`src/rtl/ahb_enum_pkg.sv`:
```
// Shared AHB-Lite encodings used by every slave on the interconnect.
package ahb_enum_pkg;

    typedef enum logic [1:0] {
        AHB_TRANS_IDLE   = 2'b00,
        AHB_TRANS_BUSY   = 2'b01,
        AHB_TRANS_NONSEQ = 2'b10,
        AHB_TRANS_SEQ    = 2'b11
    } ahb_trans_t;

    typedef enum logic [2:0] {
        AHB_SIZE_8_BIT    = 3'd0,
        AHB_SIZE_16_BIT   = 3'd1,
        AHB_SIZE_32_BIT   = 3'd2,
        AHB_SIZE_64_BIT   = 3'd3,
        AHB_SIZE_128_BIT  = 3'd4,
        AHB_SIZE_256_BIT  = 3'd5,
        AHB_SIZE_512_BIT  = 3'd6,
        AHB_SIZE_1024_BIT = 3'd7
    } ahb_size_t;

    typedef enum logic [2:0] {
        AHB_BURST_SINGLE = 3'd0,
        AHB_BURST_INCR   = 3'd1,
        AHB_BURST_WRAP4  = 3'd2,
        AHB_BURST_INCR4  = 3'd3,
        AHB_BURST_WRAP8  = 3'd4,
        AHB_BURST_INCR8  = 3'd5,
        AHB_BURST_WRAP16 = 3'd6,
        AHB_BURST_INCR16 = 3'd7
    } ahb_burst_t;

    typedef enum logic [1:0] {
        AHB_RESP_OKAY  = 2'b00,
        AHB_RESP_ERROR = 2'b01,
        AHB_RESP_RETRY = 2'b10,
        AHB_RESP_SPLIT = 2'b11
    } ahb_resp_t;

    function automatic logic ahb_trans_active(input ahb_trans_t t);
        return (t == AHB_TRANS_NONSEQ) || (t == AHB_TRANS_SEQ);
    endfunction

endpackage

```
`src/rtl/ahb_sram_slave_strb_gen.sv`:
```
// Little-endian byte-lane strobe and alignment decode for 32-bit AHB slaves.
module ahb_strb_gen
    import ahb_enum_pkg::*;
(
    input  ahb_size_t   hsize_i,
    input  logic [1:0]  addr_lo_i,
    output logic [3:0]  wstrb_o,
    output logic        misalign_o
);

    // Sizes wider than the bus yield no strobes; the caller flags them separately.
    always_comb begin
        wstrb_o    = 4'b0000;
        misalign_o = 1'b0;
        case (hsize_i)
            AHB_SIZE_8_BIT: begin
                wstrb_o = 4'b0001 << addr_lo_i;
            end
            AHB_SIZE_16_BIT: begin
                wstrb_o    = 4'b0011 << addr_lo_i;
                misalign_o = addr_lo_i[0];
            end
            AHB_SIZE_32_BIT: begin
                wstrb_o    = 4'b1111;
                misalign_o = |addr_lo_i;
            end
            default: begin
                wstrb_o    = 4'b0000;
                misalign_o = 1'b0;
            end
        endcase
    end

endmodule

```
`src/rtl/ahb_sram_slave.sv`:
```
// AHB-Lite slave bridging bus transfers onto a single-port SRAM with 1-cycle read latency.
module ahb_sram_slave
    import ahb_enum_pkg::*;
#(
    parameter  int ADDR_WIDTH = 32,
    parameter  int MEM_DEPTH  = 1024,
    localparam int MEM_AW     = $clog2(MEM_DEPTH)
) (
    input  logic                  clk_i,
    input  logic                  rst_n_i,
    input  logic                  ahb_hsel_i,
    input  logic [ADDR_WIDTH-1:0] ahb_haddr_i,
    input  logic [1:0]            ahb_htrans_i,
    input  logic [2:0]            ahb_hsize_i,
    input  logic [2:0]            ahb_hburst_i,
    input  logic [3:0]            ahb_hprot_i,
    input  logic                  ahb_hwrite_i,
    input  logic                  ahb_hready_i,
    input  logic [31:0]           ahb_hwdata_i,
    output logic                  ahb_hreadyout_o,
    output logic [1:0]            ahb_hresp_o,
    output logic [31:0]           ahb_hrdata_o,
    output logic [MEM_AW-1:0]     mem_addr_o,
    output logic                  mem_re_o,
    output logic                  mem_we_o,
    output logic [3:0]            mem_wstrb_o,
    output logic [31:0]           mem_wdata_o,
    input  logic [31:0]           mem_rdata_i
);

    typedef enum logic [2:0] {
        DP_NONE   = 3'd0,
        DP_READ   = 3'd1,
        DP_WRITE  = 3'd2,
        DP_WSTALL = 3'd3,
        DP_ERR1   = 3'd4,
        DP_ERR2   = 3'd5
    } dp_state_t;

    dp_state_t          state_q, state_d;
    logic [MEM_AW-1:0]  waddr_q, waddr_d;
    logic [3:0]         wstrb_q, wstrb_d;

    ahb_trans_t         htrans;
    ahb_size_t          hsize;
    logic [3:0]         strb;
    logic               misalign;
    logic               req;
    logic               conflict;
    logic               accept;
    logic               out_of_range;
    logic               xfer_err;
    logic               rd_go;
    logic               wr_commit;
    logic [MEM_AW-1:0]  haddr_word;
    logic               unused_ok;

    assign htrans     = ahb_trans_t'(ahb_htrans_i);
    assign hsize      = ahb_size_t'(ahb_hsize_i);
    assign haddr_word = ahb_haddr_i[MEM_AW+1:2];
    assign unused_ok  = ^{ahb_hburst_i, ahb_hprot_i};

    ahb_strb_gen u_strb_gen (
        .hsize_i    (hsize),
        .addr_lo_i  (ahb_haddr_i[1:0]),
        .wstrb_o    (strb),
        .misalign_o (misalign)
    );

    // The conflict term deliberately ignores hready_i: this slave is the one driving it low.
    assign req          = ahb_hsel_i && ahb_trans_active(htrans);
    assign conflict     = (state_q == DP_WRITE) && req && !ahb_hwrite_i;
    assign accept       = rst_n_i && req && ahb_hready_i && (state_q != DP_ERR1) && !conflict;
    assign out_of_range = ahb_haddr_i[ADDR_WIDTH-1:2] >= (ADDR_WIDTH-2)'(MEM_DEPTH);
    assign xfer_err     = (hsize > AHB_SIZE_32_BIT) || misalign || out_of_range;
    assign rd_go        = accept && !xfer_err && !ahb_hwrite_i;
    assign wr_commit    = rst_n_i && (state_q == DP_WRITE);

    always_comb begin
        state_d = DP_NONE;
        waddr_d = waddr_q;
        wstrb_d = wstrb_q;
        if (state_q == DP_ERR1) begin
            state_d = DP_ERR2;
        end else if (conflict) begin
            state_d = DP_WSTALL;
        end else if (accept) begin
            if (xfer_err) begin
                state_d = DP_ERR1;
            end else if (ahb_hwrite_i) begin
                state_d = DP_WRITE;
                waddr_d = haddr_word;
                wstrb_d = strb;
            end else begin
                state_d = DP_READ;
            end
        end
    end

    always_ff @(posedge clk_i) begin
        if (!rst_n_i) begin
            state_q <= DP_NONE;
            waddr_q <= '0;
            wstrb_q <= '0;
        end else begin
            state_q <= state_d;
            waddr_q <= waddr_d;
            wstrb_q <= wstrb_d;
        end
    end

    // A read is never granted while a write commits, so re and we stay exclusive.
    assign mem_re_o    = rd_go;
    assign mem_we_o    = wr_commit;
    assign mem_addr_o  = wr_commit ? waddr_q : (rd_go ? haddr_word : '0);
    assign mem_wstrb_o = wr_commit ? wstrb_q : 4'b0000;
    assign mem_wdata_o = ahb_hwdata_i;

    assign ahb_hreadyout_o = !((state_q == DP_ERR1) || conflict);
    assign ahb_hresp_o     = ((state_q == DP_ERR1) || (state_q == DP_ERR2)) ? AHB_RESP_ERROR
                                                                             : AHB_RESP_OKAY;
    assign ahb_hrdata_o    = (state_q == DP_READ) ? mem_rdata_i : 32'h0;

endmodule

```
`config.mk`:
```
export PLATFORM = sky130hd
export DESIGN_NAME = ahb_sram_slave
export DESIGN_NICKNAME = d
export VERILOG_FILES = /design/src/rtl/ahb_enum_pkg.sv /design/src/rtl/ahb_sram_slave_strb_gen.sv /design/src/rtl/ahb_sram_slave.sv
export SDC_FILE = /design/constraint.sdc
export NUM_CORES = 1
export LEC_CHECK = 0
export BUFFER_PORTS_ARGS = -buffer_cell sky130_fd_sc_hd__buf_2
export CORE_MARGIN = 3
export CORE_UTILIZATION = 30
export DETAILED_ROUTE_END_ITERATION = 16
export PLACE_DENSITY = 0.88
export SKIP_LAST_GASP = 1
export SLEW_MARGIN = 20
export SYNTH_ARGS = -nofsm -noshare
export SYNTH_HDL_FRONTEND = slang
export SYNTH_SLANG_ARGS = --single-unit
```
`constraint.sdc`:
```
create_clock -name clk_i -period 2.8 [get_ports clk_i]
set_input_delay 0.14 -clock clk_i [delete_from_list [all_inputs] [get_ports clk_i]]
set_output_delay 0.14 -clock clk_i [all_outputs]
set_load 0.005 [all_outputs]
```
==> results.json <==
{
  "power_leakage_nw": 1.17,
  "dp_hpwl_mm": 3.83,
  "yosysUniqueCellTypes": 34,
  "yosysSeqAreaShare": 0.224,
  "nets": 397,
  "rsz0062_at_grt": "false",
  "fin_crit_ns": 2.42,
  "die_x_um": 77.1,
  "reg2reg_to": "state_q[0]$_SDFF_PN0_",
  "vias_per_cell": 4.64,
  "ys_ff_latch": 17,
  "rows": 25,
  "drtAntennaViolNets": 0,
  "arrival_ns": 2.28,
  "start_util": 0.315,
  "required_ns": 2.66,
  "clock.fmax_mhz": 413,
  "r2r_slack_ns": 0.85,
  "post-cts-setup-buffers": 0,
  "worstReg2RegStart": "state_q[2]$_SDFF_PN0_",
  "outcome": "finished clean",
  "grtUsageTotal": 0.140,
  "antenna_cells": 0,
  "htreeDepth": 1,
  "cap_violations": 0,
  "drt_wl_total_mm": 4.64,
  "postCtsHoldBufs": 0,
  "grt_max_degree": 33,
  "worst-path-max-fanout": 11,
  "hold_end": "waddr_q[8]$_SDFFE_PN0P_",
  "vias": 1623,
  "crit_chain": "nor2b_1, o21ba_1, or4_4, nor3b_4, a22o_1, buf_2",
  "die_y_um": 77.1,
  "yosysWarnings": 0,
  "grt_overflow": 0,
  "clkLatencyLatePin_ns": 0.25,
  "critPathLaunchType": "register",
  "cts_sinks": 17,
  "clockRootBuffer": "clkbuf_8",
  "area_growth_syn_to_layout_pct": 32.0,
  "tightestPinTransition_ns": 0.521,
  "finalHoldViolCount": 0,
  "setup_viol": 0,
  "cts_made_buffers": 3,
  "fin_hold_ws_ns": 0.150,
  "syn_area_per_cell_um2": 7.78,
  "slew_headroom": 0.648,
  "cts_tree": "built",
  "r2r_cells": 5,
  "dieArea_um2": 5950,
  "ys.flop_type": "dfxtp_1",
  "io_pins": 196,
  "fill_cells": 532,
  "worstSetupPathType": "reg -> out",
  "hold_class": "in -> reg",
  "clk_path_buf_depth": 2,
  "drt_iter0_drc": 48,
  "drt-wirelength-per-cell_um": 13.3,
  "grt_pass1_vias": 1526,
  "dr.pass1.iters": 4,
  "grt_first_pass_wirelength_mm": 7.00,
  "drc_errors": 0,
  "port_buffers": 122,
  "slowest_stage": "or4_4",
  "powerDensity_nw_per_um2": 266,
  "end_kind": "output port",
  "crit_path_max_incr_delay_ns": 0.50,
  "tns_ns": 0,
  "post_cts_resized": 0,
  "gp_congestion": 0.719,
  "antenna_found_initial": 0,
  "syn_area_um2": 1520,
  "slew_viol_final": 0,
  "ir_drop_v": 0.000195,
  "fin_crit_sh": 0.866,
  "cts.clk_slew.worst_paths_ns": 0.07,
  "synthCells": 195,
  "synth-async-reset-ratio": 0,
  "hold_path_depth": 3,
  "synth-edff-count": 0,
  "synth.net_count": 308,
  "drive_gt1_frac": 0.481,
  "clock_skew_ns": 0.00541,
  "min-delay-start": "ahb_haddr_i[10]",
  "core_um2": 4820
}
stage by stage:
stage          worst slack, ns  cell area (um2)  instances  total power [mW]  utilization
6_report                 0.377             2000        350             0.532        0.416
5_1_grt                  0.215             2000        350             0.568        0.416
4_1_cts                  0.334             2000        350             0.544        0.416
3_5_place_dp             0.574             1960        346             0.359        0.406
3_3_place_gp             0.616             1960        346             0.356        0.406
2_1_floorplan             1.03             1520        195             0.323            -
layout make-up:
cell class              count  area (um2)  share of cell area
clock buffers               3        41.3              0.0206
clock inverters             1        5.00             0.00250
inverters                   1        3.75             0.00187
multi-input cells         135         888               0.443
flip-flops and latches     17         340               0.170
well taps                  67        83.8              0.0418
repair buffers            126         641               0.320
cell families (layout without fill, tap and decap cells):
family	count (synthesis)	in the layout	share of synthesized area
simple gates	96	96	0.359
buf+inv	43	131	0.198
compound gates	23	23	0.116
flops	17	17	0.224
mux	15	15	0.0997
other cells	1	1	0.00247
worst max path at each step:
stage,from,depth (start not counted),endpoint,slack [ns]
global route,state_q[2]$_SDFF_PN0_,6,mem_addr_o[7],0.22
global placement,ahb_haddr_i[12],7,mem_addr_o[9],0.62
CTS,state_q[2]$_SDFF_PN0_,6,mem_addr_o[2],0.33
finish,state_q[2]$_SDFF_PN0_,6,mem_addr_o[2],0.38
floorplan,state_q[2]$_SDFF_PN0_,6,mem_addr_o[0],1.03
detailed placement,ahb_haddr_i[12],7,mem_addr_o[2],0.57
Yosys cell counts, types with 4 or more instances:
cell | n | share of area
and2_1 | 36 | 0.15
buf_4 | 33 | 0.16
nand2_1 | 28 | 0.069
dfxtp_1 | 17 | 0.22
mux2i_1 | 14 | 0.092
a22o_1 | 10 | 0.058
clkbuf_1 | 7 | 0.017
nor2_1 | 6 | 0.015
nor4_1 | 5 | 0.021
o21ai_0 | 4 | 0.013
sequential cells by signal, indices dropped and copies added (netlist names):
| register | flops |
|---|---|
| wstrb_q | 4 |
| waddr_q | 10 |
| state_q | 3 |
worst max-delay path, delay by kind of cell, from the launching register on:
family | cells | cell delay [ns]
simple gates | 3 | 1.15
buf+inv | 1 | 0.12
compound gates | 2 | 0.42
flops | 1 | 0.36
placed cells by master (no fill, tap or decap), types with 2 or more instances in the layout:
cell type,n
a21boi_0,2
a22o_1,10
and2_1,36
buf_2,122
buf_4,4
clkbuf_8,3
dfxtp_1,17
mux2i_1,14
nand2_1,28
nand3_1,3
nor2_1,6
nor2b_1,3
nor3_1,3
nor3b_1,2
nor4_1,5
nor4b_1,2
o21ai_0,4
where the power goes:
part           internal (mW)  leakage [nW]  total, mW  switching [mW]
clock                 0.0985        0.0255      0.179          0.0809
combinational         0.0590          1.00      0.108          0.0493
sequential             0.243         0.137      0.245         0.00174
total                  0.400          1.17      0.532           0.132
routing by layer:
| metal | share of wire | global-route usage | up-vias |
|---|---|---|---|
| li1 | - | - | 801 |
| met1 | 0.39 | 0.150 | 730 |
| met2 | 0.52 | 0.269 | 84 |
| met3 | 0.091 | 0.0446 | 8 |
| met4 | 0.0041 | 0.0249 | 0 |
| met5 | 0 | 0 | - |
No activity file was read; power rests on OpenSTA's default activity.
